[src/rtl/l_array_loader.sv]
// l_array_loader: clears the L array, then folds the key into it byte by byte, highest byte first.
module l_array_loader #(
  parameter int W = 32,
  parameter int B_MAX = 16,
  localparam int U = W / 8,
  localparam int C_MAX = (B_MAX + U - 1) / U > 1 ? (B_MAX + U - 1) / U : 1,
  localparam int KL = $clog2(B_MAX + 1),
  localparam int BA = B_MAX > 1 ? $clog2(B_MAX) : 1,
  localparam int CA = C_MAX > 1 ? $clog2(C_MAX) : 1
) (
  input  logic          clk_i,
  input  logic          rst_ni,
  input  logic          start_i,
  input  logic [KL-1:0] key_len_i,
  output logic [BA-1:0] key_addr_o,
  input  logic [7:0]    key_byte_i,
  output logic [CA-1:0] l_addr_o,
  input  logic [W-1:0]  l_rd_data_i,
  output logic [W-1:0]  l_wr_data_o,
  output logic          l_we_o,
  output logic [CA:0]   c_words_o,
  output logic          busy_o,
  output logic          done_o
);
  localparam int CW = CA + 1;
  typedef enum logic [2:0] {IDLE, CLEAR, ADDR, READ, OPER, WRITE, DONE} state_t;
  state_t state_q, state_d;
  logic [KL-1:0] b_q, b_d, bl;
  logic [CA:0] c_q, c_d, cl;
  logic [BA-1:0] key_addr_q, key_addr_d, nxt_i;
  logic [CA-1:0] l_addr_q, l_addr_d;
  logic [W-1:0] wr_q, wr_d;
  logic we_q, we_d, busy_q, busy_d, done_q, done_d;
  assign bl = key_len_i > KL'(B_MAX) ? KL'(B_MAX) : key_len_i;
  assign cl = bl == '0 ? CW'(1) : CW'((32'(bl) + U - 1) / U);
  // next byte index: top byte when leaving CLEAR, otherwise one below the current
  assign nxt_i = state_q == CLEAR ? BA'(b_q - 1'b1) : key_addr_q - 1'b1;
  always_comb begin
    state_d = state_q;
    b_d = b_q;
    c_d = c_q;
    key_addr_d = key_addr_q;
    l_addr_d = l_addr_q;
    wr_d = wr_q;
    we_d = 1'b0;
    busy_d = busy_q;
    done_d = 1'b0;
    case (state_q)
      IDLE: if (start_i) begin
        state_d = CLEAR;
        b_d = bl;
        c_d = cl;
        l_addr_d = '0;
        wr_d = '0;
        we_d = 1'b1;
        busy_d = 1'b1;
      end
      CLEAR: if ({1'b0, l_addr_q} == c_q - 1'b1) begin
        state_d = b_q != '0 ? ADDR : DONE;
        key_addr_d = b_q != '0 ? nxt_i : key_addr_q;
        l_addr_d = b_q != '0 ? CA'(nxt_i >> $clog2(U)) : l_addr_q;
        done_d = b_q == '0;
        busy_d = b_q != '0;
      end else begin
        l_addr_d = l_addr_q + 1'b1;
        we_d = 1'b1;
      end
      ADDR: state_d = READ;
      READ: begin
        state_d = OPER;
        wr_d = {l_rd_data_i[W-9:0], l_rd_data_i[W-1:W-8]} + W'(key_byte_i);
      end
      OPER: begin
        state_d = WRITE;
        we_d = 1'b1;
      end
      WRITE: begin
        state_d = key_addr_q == '0 ? DONE : ADDR;
        key_addr_d = key_addr_q == '0 ? key_addr_q : nxt_i;
        l_addr_d = key_addr_q == '0 ? l_addr_q : CA'(nxt_i >> $clog2(U));
        done_d = key_addr_q == '0;
        busy_d = key_addr_q != '0;
      end
      DONE: state_d = IDLE;
      default: state_d = IDLE;
    endcase
  end
  always_ff @(posedge clk_i or negedge rst_ni) begin
    if (!rst_ni) begin
      state_q <= IDLE;
      b_q <= '0;
      c_q <= '0;
      key_addr_q <= '0;
      l_addr_q <= '0;
      wr_q <= '0;
      we_q <= 1'b0;
      busy_q <= 1'b0;
      done_q <= 1'b0;
    end else begin
      state_q <= state_d;
      b_q <= b_d;
      c_q <= c_d;
      key_addr_q <= key_addr_d;
      l_addr_q <= l_addr_d;
      wr_q <= wr_d;
      we_q <= we_d;
      busy_q <= busy_d;
      done_q <= done_d;
    end
  end
  assign key_addr_o = key_addr_q;
  assign l_addr_o = l_addr_q;
  assign l_wr_data_o = wr_q;
  assign l_we_o = we_q;
  assign c_words_o = c_q;
  assign busy_o = busy_q;
  assign done_o = done_q;
endmodule

[config.mk]
export PLATFORM = sky130hd
export DESIGN_NAME = l_array_loader
export DESIGN_NICKNAME = d
export VERILOG_FILES = /design/src/rtl/l_array_loader.sv
export SDC_FILE = /design/constraint.sdc
export NUM_CORES = 1
export LEC_CHECK = 0
export ABC_AREA = 1
export ABC_CLOCK_PERIOD_IN_PS = 1700
export BUFFER_PORTS_ARGS = -buffer_cell sky130_fd_sc_hd__buf_2
export CAP_MARGIN = 20
export CORE_MARGIN = 2
export CORE_UTILIZATION = 34
export DETAILED_ROUTE_END_ITERATION = 8
export GPL_ROUTABILITY_DRIVEN = 0
export SLEW_MARGIN = 20
export SYNTH_ARGS = -nofsm -noshare
export SYNTH_HDL_FRONTEND = slang
export SYNTH_SLANG_ARGS = --single-unit
[constraint.sdc]
create_clock -name clk_i -period 1.7 [get_ports clk_i]
set_input_delay 0.17 -clock clk_i [delete_from_list [all_inputs] [get_ports clk_i]]
set_output_delay 0.17 -clock clk_i [all_outputs]
set_load 0.01 [all_outputs]
==> metrics.csv, run 1 <==
metric,value,unit
most common cell in the netlist,nand2_1,
Avg WL per Cell,12.63,um
FP Rows,36,
vias in the first global route,3649,
Setup Skew,0.004509,ns
Worst setup SP type,flop,
largest fanout on the critical path,3,
Post-Layout Cell Count,792,
CTS root buf,clkbuf_8,
crit end category,flop,
YS warnings,0,
async set-or-reset flop fraction in the synthesized netlist,100.0,%
Worst EP required,1.95,ns
Fin. Hold Viols,0,
Synth Cell Area,0.003473,mm^2
post-synth cell types,30,
Max clock buf depth,2,
starting density of the core,35.21,%
Clock Sinks,52,
Final ANT Viol Nets,0,
Hold Path Class,in2reg,
Post-synth EDFFs,0,
H-Tree Depth,2,
CTS Buf Count,5,
# placed instances,781,
1st-iter DRT viols,152,
via/cell ratio,4.758,
Worst EP arrival,1.87,ns
Die Area,0.01104,mm^2
Post-DP Area,0.004298,mm^2
Slew @ Worst Pin,0.4574,ns
CP Class,reg2reg,
max_slew headroom,69.51,%
syn_nets,591,
final setup fails,0,
P_leak,2.514,nW
Antenna Cells,0,
Setup WS pre-CTS,-0.1598,ns
Pwr Density,1395,mW/mm^2
GR Overflow Total,0,
final layout net count,717,
fin crit period,1.621,ns
Mean Syn Cell Area,6.529,um^2
Vias,3768,
peak supply drop,0.6782,mV
Final Instance Area,0.004491,mm^2
layout filler cell count,1078,
status,finished clean,
Die Span Y,105.1,um
global-route wire length before repair,16.79,mm
dpl hpwl,7.993,mm
width of the die,105.1,um
number of port buffers,91,
Area Overhead vs Synth,29.29,%
DRT Pass-1 Iters,4,
Max Clk Rate,616.8,MHz
leading cell types by total area after synthesis,"dfrtp_1, nand2_1, nand3_1, inv_1, nor2_1",
largest net degree at the start of global routing,33,
Synth Register Bits,52,
antenna violations before repair,0,
DRC viols,0,
Max Slew Vio Count,0,
clk_lat worst skew,0.30,ns
"Reg clk slew, reported paths",0.10,ns
CTS tree,done,
Global Route Usage Sum,18.47,%
drt total wl,10.00,mm
Core ar.,0.009864,mm^2
unrepaired setup endpoints after global routing,true,
ys flop type,dfrtp_1,
Hold Slack,0.1316,ns
sequential-to-total area share from yosys stat,37.46,%
Max-cap violations,0,
list of most frequent post-synthesis cells,"nand2_1, inv_1, nand3_1",
Ports,92,
Final WS setup,0.07871,ns
share of layout cells above drive strength 1,24.43,%
post-synth top area cell,dfrtp_1,
Post-Syn Instances,532,
share of Yosys cell area claimed by the top area cell type,37.46,%
Tcrit/Tclk final,95.37,%
sequential cells by signal, indices dropped and copies added, names as in the netlist:
signal / flops
b_q: 5
busy_o: 1
c_words_o: 3
done_o: 1
key_addr_o: 4
l_addr_o: 2
l_we_o: 1
l_wr_data_o: 32
state_q: 3
cells by family after synthesis:
logic type,synth area share (%)
AND/OR/NAND/NOR,40.27
buffers and inverters,8.754
flip-flops,37.46
AO/OA/AOI/OAI,7.565
XOR/XNOR,1.765
adder cells (fa/ha/maj),4.179
cells in the final DEF (no fill, tap or decap), types with 2 or more instances in the layout:
cell / synthesis / final
a21oi_1: 14 / 13
a31oi_1: 2 / 2
buf_2: 3 / 91
buf_4: 1 / 33
clkbuf_8: 0 / 5
dfrtp_1: 52 / 51
ha_1: 10 / 8
inv_1: 69 / 64
inv_2: 4 / 8
nand2_1: 200 / 194
nand2_2: 1 / 5
nand2_4: 0 / 2
nand3_1: 56 / 54
nand3_2: 0 / 2
nand3b_1: 5 / 5
nand4_1: 10 / 10
nor2_1: 49 / 46
nor2_2: 0 / 2
nor3_1: 6 / 6
o21ai_0: 22 / 20
o21ai_1: 8 / 10
or2_2: 2 / 2
xnor2_1: 5 / 4
xor2_1: 2 / 2
worst max-delay path: stages, from the launching register on:
cell,delay (ns)
dfrtp_1,0.41
inv_2,0.08
ha_4,0.20
nand2_2,0.08
inv_2,0.04
nor2_2,0.10
nand3_2,0.12
a21oi_2,0.19
buf_4,0.14
nand2_2,0.05
nand2_1,0.07
nand2_1,0.05
nand2_1,0.06
cell type report:
class	instances	area, um^2	area share [%]
Clock buffer	5	68.82	1.532
Clock inverter	3	21.27	0.4737
Inverter	73	276.5	6.158
Multi-Input combinational cell	401	1942	43.24
Sequential cell	52	1303	29.01
Tap cell	133	166.4	3.706
Timing Repair Buffer	125	713.2	15.88
where the power goes:
| group | switching [mW] | internal, mW |
|---|---|---|
| registers | 0.335 | 1.78 |
| clock network | 0.437 | 0.293 |
| logic | 2.02 | 1.39 |
| total | 2.79 | 3.47 |
per-stage QoR:
stage | power, mW | util, % | setup TNS (ns)
after floorplan | 3.990 | - | 0
after global placement | 5.189 | 43.57 | -0.7437
after detailed placement | 5.280 | 43.57 | -1.324
after CTS | 6.124 | 44.77 | 0
after global routing | 6.835 | 45.52 | -0.01847
final | 6.263 | 45.52 | 0
worst paths after layout:
path	cells past startpoint	startpoint	slack (ns)	to
max	12	c_words_o[0]	0.08	l_addr_o[0]
min	3	key_len_i[1]	0.13	b_q[1]
max reg2reg	12	c_words_o[0]	0.08	l_addr_o[0]
min reg2reg	2	l_wr_data_o[25]	0.49	l_wr_data_o[25]
max in group asynchronous	3	rst_ni	0.71	l_wr_data_o[26]
min in group asynchronous	2	rst_ni	0.33	l_we_o
routing by layer:
metal  track usage, %  up-vias  share of wire [%]
met2            33.53      118                 50
met3            2.495        9                5.3
li1                 -     1947                  -
met4            3.905        0                1.1
met5                0        -                  0
met1            23.25     1694                 43
repair_timing:
action | in CTS | in global routing
setup endpoints to repair | 8 | 33
hold buffers | 1 | 0
pin swaps | 0 | 9
hold endpoints to repair | 19 | 0
buffers inserted | 0 | 2
gates resized for setup | 5 | 23
Note: power is estimated with default switching activity, not from simulation.
==> inputs of run 2 (changes only) <==
--- a/config.mk
+++ b/config.mk
@@ -13,7 +13,9 @@
 export CORE_UTILIZATION = 34
 export DETAILED_ROUTE_END_ITERATION = 8
 export GPL_ROUTABILITY_DRIVEN = 0
+export PLACE_DENSITY_LB_ADDON = 0.05
 export SLEW_MARGIN = 20
 export SYNTH_ARGS = -nofsm -noshare
 export SYNTH_HDL_FRONTEND = slang
 export SYNTH_SLANG_ARGS = --single-unit
+export TNS_END_PERCENT = 1
==> run 2 against run 1 <==
Net effect: largest cell class unchanged; design area rose by 1.5%; core utilization up 0.70 points; clock power up 0.7%; clock skew is 0.0035 ns higher; critical endpoint is now l_addr_o[1]; critical path type unchanged.
==> metrics.csv, run 2 (synthesis gave the netlist of run 1 again) <==
metric,value,unit
DRT met1 WL,4.626,mm
Max-cap violations,0,
"Reg clk slew, reported paths",0.10,ns
vias in the first global route,3542,
DRT Pass-1 Iters,4,
Clock Sinks,52,
Fin. Hold Viols,0,
Tcrit/Tclk final,95.44,%
Final ANT Viol Nets,0,
Worst setup SP type,flop,
Vias,3697,
global-route wire length before repair,16.46,mm
Core ar.,0.009864,mm^2
largest fanout on the critical path,3,
max reg flops,32,
# placed instances,783,
Die Area,0.01104,mm^2
crit end category,flop,
starting density of the core,35.21,%
fin crit period,1.623,ns
CTS root buf,clkbuf_8,
Die Span Y,105.1,um
Top Layer Used,met4,
unrepaired setup endpoints after global routing,true,
Avg WL per Cell,12.64,um
"most common cell after layout, fill and taps aside",nand2_1,
Max Slew Vio Count,0,
Post-DP Area,0.004338,mm^2
via/cell ratio,4.650,
antenna violations before repair,0,
Antenna Cells,0,
Ports,92,
H-Tree Depth,2,
metal3 WL,439,um
max_slew headroom,62.58,%
Setup Skew,0.007994,ns
most frequent cells in the layout,"nand2_1, buf_2, inv_1",
Final Instance Area,0.004559,mm^2
CP Class,reg2reg,
dpl hpwl,8.089,mm
setup TNS,0,ns
Max Clk Rate,616.3,MHz
layout filler cell count,1047,
peak supply drop,0.5593,mV
GR Overflow Total,0,
drt total wl,10.05,mm
number of port buffers,91,
status,finished clean,
Hold Path Class,in2reg,
Area Overhead vs Synth,31.27,%
Pwr Density,1387,mW/mm^2
largest net degree at the start of global routing,33,
final setup fails,0,
CTS Buf Count,5,
Global Route Usage Sum,18.61,%
width of the die,105.1,um
met2 wire length,4.803,mm
CTS tree,done,
FP Rows,36,
P_leak,2.559,nW
Slew @ Worst Pin,0.5613,ns
final layout net count,720,
share of layout cells above drive strength 1,24.62,%
power after layout,6.324,mW
DRC viols,0,
Worst EP arrival,1.83,ns
Worst EP required,1.91,ns
clk_lat worst skew,0.31,ns
Post-Layout Cell Count,795,
Max clock buf depth,2,
post-layout util,46.22,%
1st-iter DRT viols,138,
[run 2: cell count changes in the layout (fill, tap and decap cells not counted), moves of 2 or more]
cell | previous run | this run
buf_12 | 0 | 2
nand2_1 | 194 | 192
nand2_4 | 2 | 5
nor2_1 | 46 | 48
o21ai_1 | 10 | 7
o21ai_2 | 0 | 2
[run 2: timing repair]
item,in CTS,in global routing
gates resized for setup,1,29
endpoints found under the hold margin,18,0
endpoints found under the setup margin,4,11
pin swaps,0,6
gates cloned,0,0
hold buffers,1,0
buffers inserted,0,3
[run 2: stage by stage]
stage          hold slack [ns]  setup WS, ns
2_1_floorplan          -0.1256       0.02951
3_3_place_gp            0.1979       -0.1514
3_5_place_dp            0.1883       -0.1915
4_1_cts                 0.1343     -0.004467
5_1_grt                 0.1436      -0.04577
6_report                0.1317       0.07746
[run 2: critical path: stages, from the launching register on]
cell	delay [ns]
dfrtp_1	0.40
inv_2	0.09
ha_4	0.21
nand2_2	0.06
inv_1	0.04
nor2_2	0.10
nand3_2	0.11
buf_6	0.16
nand2_4	0.05
nand2_4	0.05
nand2_4	0.08
inv_2	0.03
nor2_1	0.09
a21oi_1	0.05
[run 2: worst paths after layout]
kind / from / depth (start not counted) / end / slack [ns]
max: c_words_o[1] / 13 / l_addr_o[1] / 0.08
min: key_len_i[1] / 3 / b_q[1] / 0.13
max reg2reg: c_words_o[1] / 13 / l_addr_o[1] / 0.08
min reg2reg: l_wr_data_o[29] / 2 / l_wr_data_o[29] / 0.48
max in group asynchronous: rst_ni / 3 / l_wr_data_o[24] / 0.83
min in group asynchronous: rst_ni / 2 / c_words_o[1] / 0.37
[run 2: power breakdown]
part	switching (mW)	internal (mW)	total (mW)
sequential	0.322	1.78	2.11
clock	0.441	0.294	0.736
combinational	2.04	1.44	3.48
total	2.80	3.52	6.32
[run 2: layer usage]
| metal | track usage, % | vias up |
|---|---|---|
| met5 | 0 | - |
| met4 | 4.952 | 0 |
| met3 | 2.682 | 13 |
| met2 | 33.30 | 90 |
| met1 | 23.31 | 1648 |
| li1 | - | 1946 |
[run 2: area by class of cell]
class                           instances  area [um^2]  area share (%)
Multi-Input combinational cell        401         1962           43.03
Sequential cell                        52         1301           28.54
Timing Repair Buffer                  128        764.5           16.77
Inverter                               73        276.5           6.065
Tap cell                              133        166.4           3.650
Clock buffer                            6        72.57           1.592
Clock inverter                          2        16.27          0.3568
==> inputs of run 3 (changes only) <==
--- a/config.mk
+++ b/config.mk
@@ -5,7 +5,6 @@
 export SDC_FILE = /design/constraint.sdc
 export NUM_CORES = 1
 export LEC_CHECK = 0
-export ABC_AREA = 1
 export ABC_CLOCK_PERIOD_IN_PS = 1700
 export BUFFER_PORTS_ARGS = -buffer_cell sky130_fd_sc_hd__buf_2
 export CAP_MARGIN = 20
==> run 3 against run 2 <==
Net effect: worst setup slack worse by 0.23 ns; critical path type unchanged; the run now ends with negative setup slack left; register-to-register slack lost 0.23 ns; fmax decreased by 13%; combinational power barely moved; non-clock buffer count up 32; die area shrank 13%; sequential cell count unchanged.
==> metrics.csv, run 3 <==
metric,value,unit
area of the multi-input gates,0.001740,mm^2
async set-or-reset flop fraction in the synthesized netlist,100.0,%
Hold Slack,0.1313,ns
peak supply drop,0.5394,mV
CTS root buf,clkbuf_8,
crit end category,flop,
Global Route Usage Sum,17.55,%
Antenna Cells,0,
share of Yosys cell area claimed by the top area cell type,43.10,%
Area Overhead vs Synth,44.05,%
Post-synth EDFFs,0,
DRT Pass-1 Iters,4,
via/cell ratio,4.800,
Hold Path Sink,b_q[2],
dpl hpwl,6.487,mm
final layout net count,541,
Max-cap violations,0,
Avg WL per Cell,14.02,um
Core ar.,0.008678,mm^2
1st-iter DRT viols,74,
CTS Buf Count,5,
max_slew headroom,65.98,%
most frequent cells in the layout,"buf_2, buf_4, dfrtp_1",
CP Class,reg2reg,
status,finished with violations,
P_leak,2.144,nW
Synth Register Bits,52,
Ports,92,
Post-Layout Cell Count,591,
R2R Setup Slk,-0.16,ns
hold path cells,3,
width of the die,98.23,um
fin crit period,1.856,ns
Final ANT Viol Nets,0,
failing checks,negative setup slack,
CTS tree,done,
"most common cell after layout, fill and taps aside",buf_2,
final setup fails,9,
power after layout,6.483,mW
FP Rows,34,
Worst EP arrival,2.05,ns
Pwr Density,1491,mW/mm^2
DRC viols,0,
layout filler cell count,859,
syn_nets,387,
Max clock buf depth,2,
H-Tree Depth,2,
leading cell types by total area after synthesis,"dfrtp_1, o21ai_0, nand2_1, xor2_1, ha_1",
clk_lat worst skew,0.31,ns
"Reg clk slew, reported paths",0.10,ns
ys flop type,dfrtp_1,
list of most frequent post-synthesis cells,"dfrtp_1, nand2_1, o21ai_0",
Vias,2837,
global-route wire length before repair,13.80,mm
Max Slew Vio Count,0,
worst reg2reg endpoint,key_addr_o[2],
most common cell in the netlist,dfrtp_1,
Post-Syn Instances,328,
min-delay src,key_len_i[2],
post-synth cell types,52,
post-synth top area cell,dfrtp_1,
largest fanout on the critical path,4,
Final WS setup,-0.1564,ns
GR Overflow Total,0,
cells on worst reg2reg path,7,
Tcrit/Tclk final,109.2,%
Setup Skew,0.009796,ns
Worst EP required,1.90,ns
Die Span Y,98.23,um
max reg flops,32,
register area,0.001301,mm^2
drt total wl,8.287,mm
Fin. Hold Viols,0,
Max Clk Rate,538.7,MHz
Die Area,0.009649,mm^2
Mean Syn Cell Area,9.205,um^2
largest net degree at the start of global routing,30,
Worst setup SP type,flop,
unrepaired setup endpoints after global routing,true,
sequential-to-total area share from yosys stat,43.10,%
share of layout cells above drive strength 1,41.41,%
FF-to-FF Start,c_words_o[0],
antenna violations before repair,1,
YS warnings,0,
# placed instances,581,
Hold Path Class,in2reg,
starting density of the core,34.79,%
vias in the first global route,2921,
number of port buffers,91,
Synth Cell Area,0.003019,mm^2
Slew @ Worst Pin,0.5103,ns
Clock Sinks,52,
run 3: repair_timing:
action | CTS | global route
endpoints found under the hold margin | 16 | 0
hold buffers | 1 | 0
setup buffers | 1 | 0
resized for setup | 18 | 12
endpoints found under the setup margin | 44 | 33
pin swaps | 9 | 4
run 3: worst max path at each step:
stage	to	start	slack, ns
2_1_floorplan	l_wr_data_o[28]	key_byte_i[0]	-0.33
3_3_place_gp	l_wr_data_o[24]	key_byte_i[0]	-0.49
3_5_place_dp	l_wr_data_o[24]	key_byte_i[0]	-0.52
4_1_cts	key_addr_o[1]	c_words_o[0]	-0.15
5_1_grt	key_addr_o[2]	c_words_o[0]	-0.28
6_report	key_addr_o[2]	c_words_o[0]	-0.16
run 3: cells by family after synthesis:
| group | after synthesis | synth area share, % |
|---|---|---|
| adders and majority gates | 11 | 4.807 |
| xor gates and xnor gates | 35 | 10.15 |
| muxes | 7 | 2.445 |
| DFF | 52 | 43.10 |
| AOI/OAI and AO/OA | 78 | 16.16 |
| buffers and inverters | 24 | 3.813 |
| and+or+nand+nor | 121 | 19.52 |
run 3: metal layers:
layer	wire, um	global-route usage, %	share of wire (%)	vias up
met2	4306	32.03	52	53
met1	3597	21.51	43	1321
met4	62	3.793	0.75	0
met5	0	0	0	-
met3	321	3.364	3.9	7
li1	-	-	-	1456
run 3: area by class of cell:
class / instances / share of cell area [%]
Multi-Input combinational cell: 252 / 40.02
Sequential cell: 52 / 29.92
Timing Repair Buffer: 160 / 23.53
Tap cell: 108 / 3.107
Clock buffer: 6 / 1.669
Inverter: 11 / 0.9494
Clock inverter: 2 / 0.8055
run 3: critical path, cell delays in order, from the launching register on:
cell and delay [ns]:
dfrtp_1 0.40, buf_4 0.14, buf_4 0.13, xnor2_2 0.14, nor3_2 0.24, nor2_1 0.08, nand3b_1 0.28, mux2_2 0.33
run 3: through the flow:
stage                     cell area (um^2)  utilization [%]  TNS (ns)  setup slack (ns)
after global placement                4094            47.17    -10.96           -0.4886
after CTS                             4310            49.67   -0.7773           -0.1480
after global routing                  4349            50.12    -3.084           -0.2786
final                                 4349            50.12   -0.7147           -0.1564
after floorplan                       3034                -    -3.181           -0.3266
after detailed placement              4094            47.17    -11.55           -0.5187
run 3: report_power, final:
group | switching, mW | leakage, nW | internal [mW] | total (mW)
Clock | 0.429 | 0.0552 | 0.438 | 0.868
Sequential | 0.337 | 0.680 | 1.77 | 2.11
Combinational | 1.77 | 1.41 | 1.74 | 3.51
Total | 2.53 | 2.14 | 3.95 | 6.48
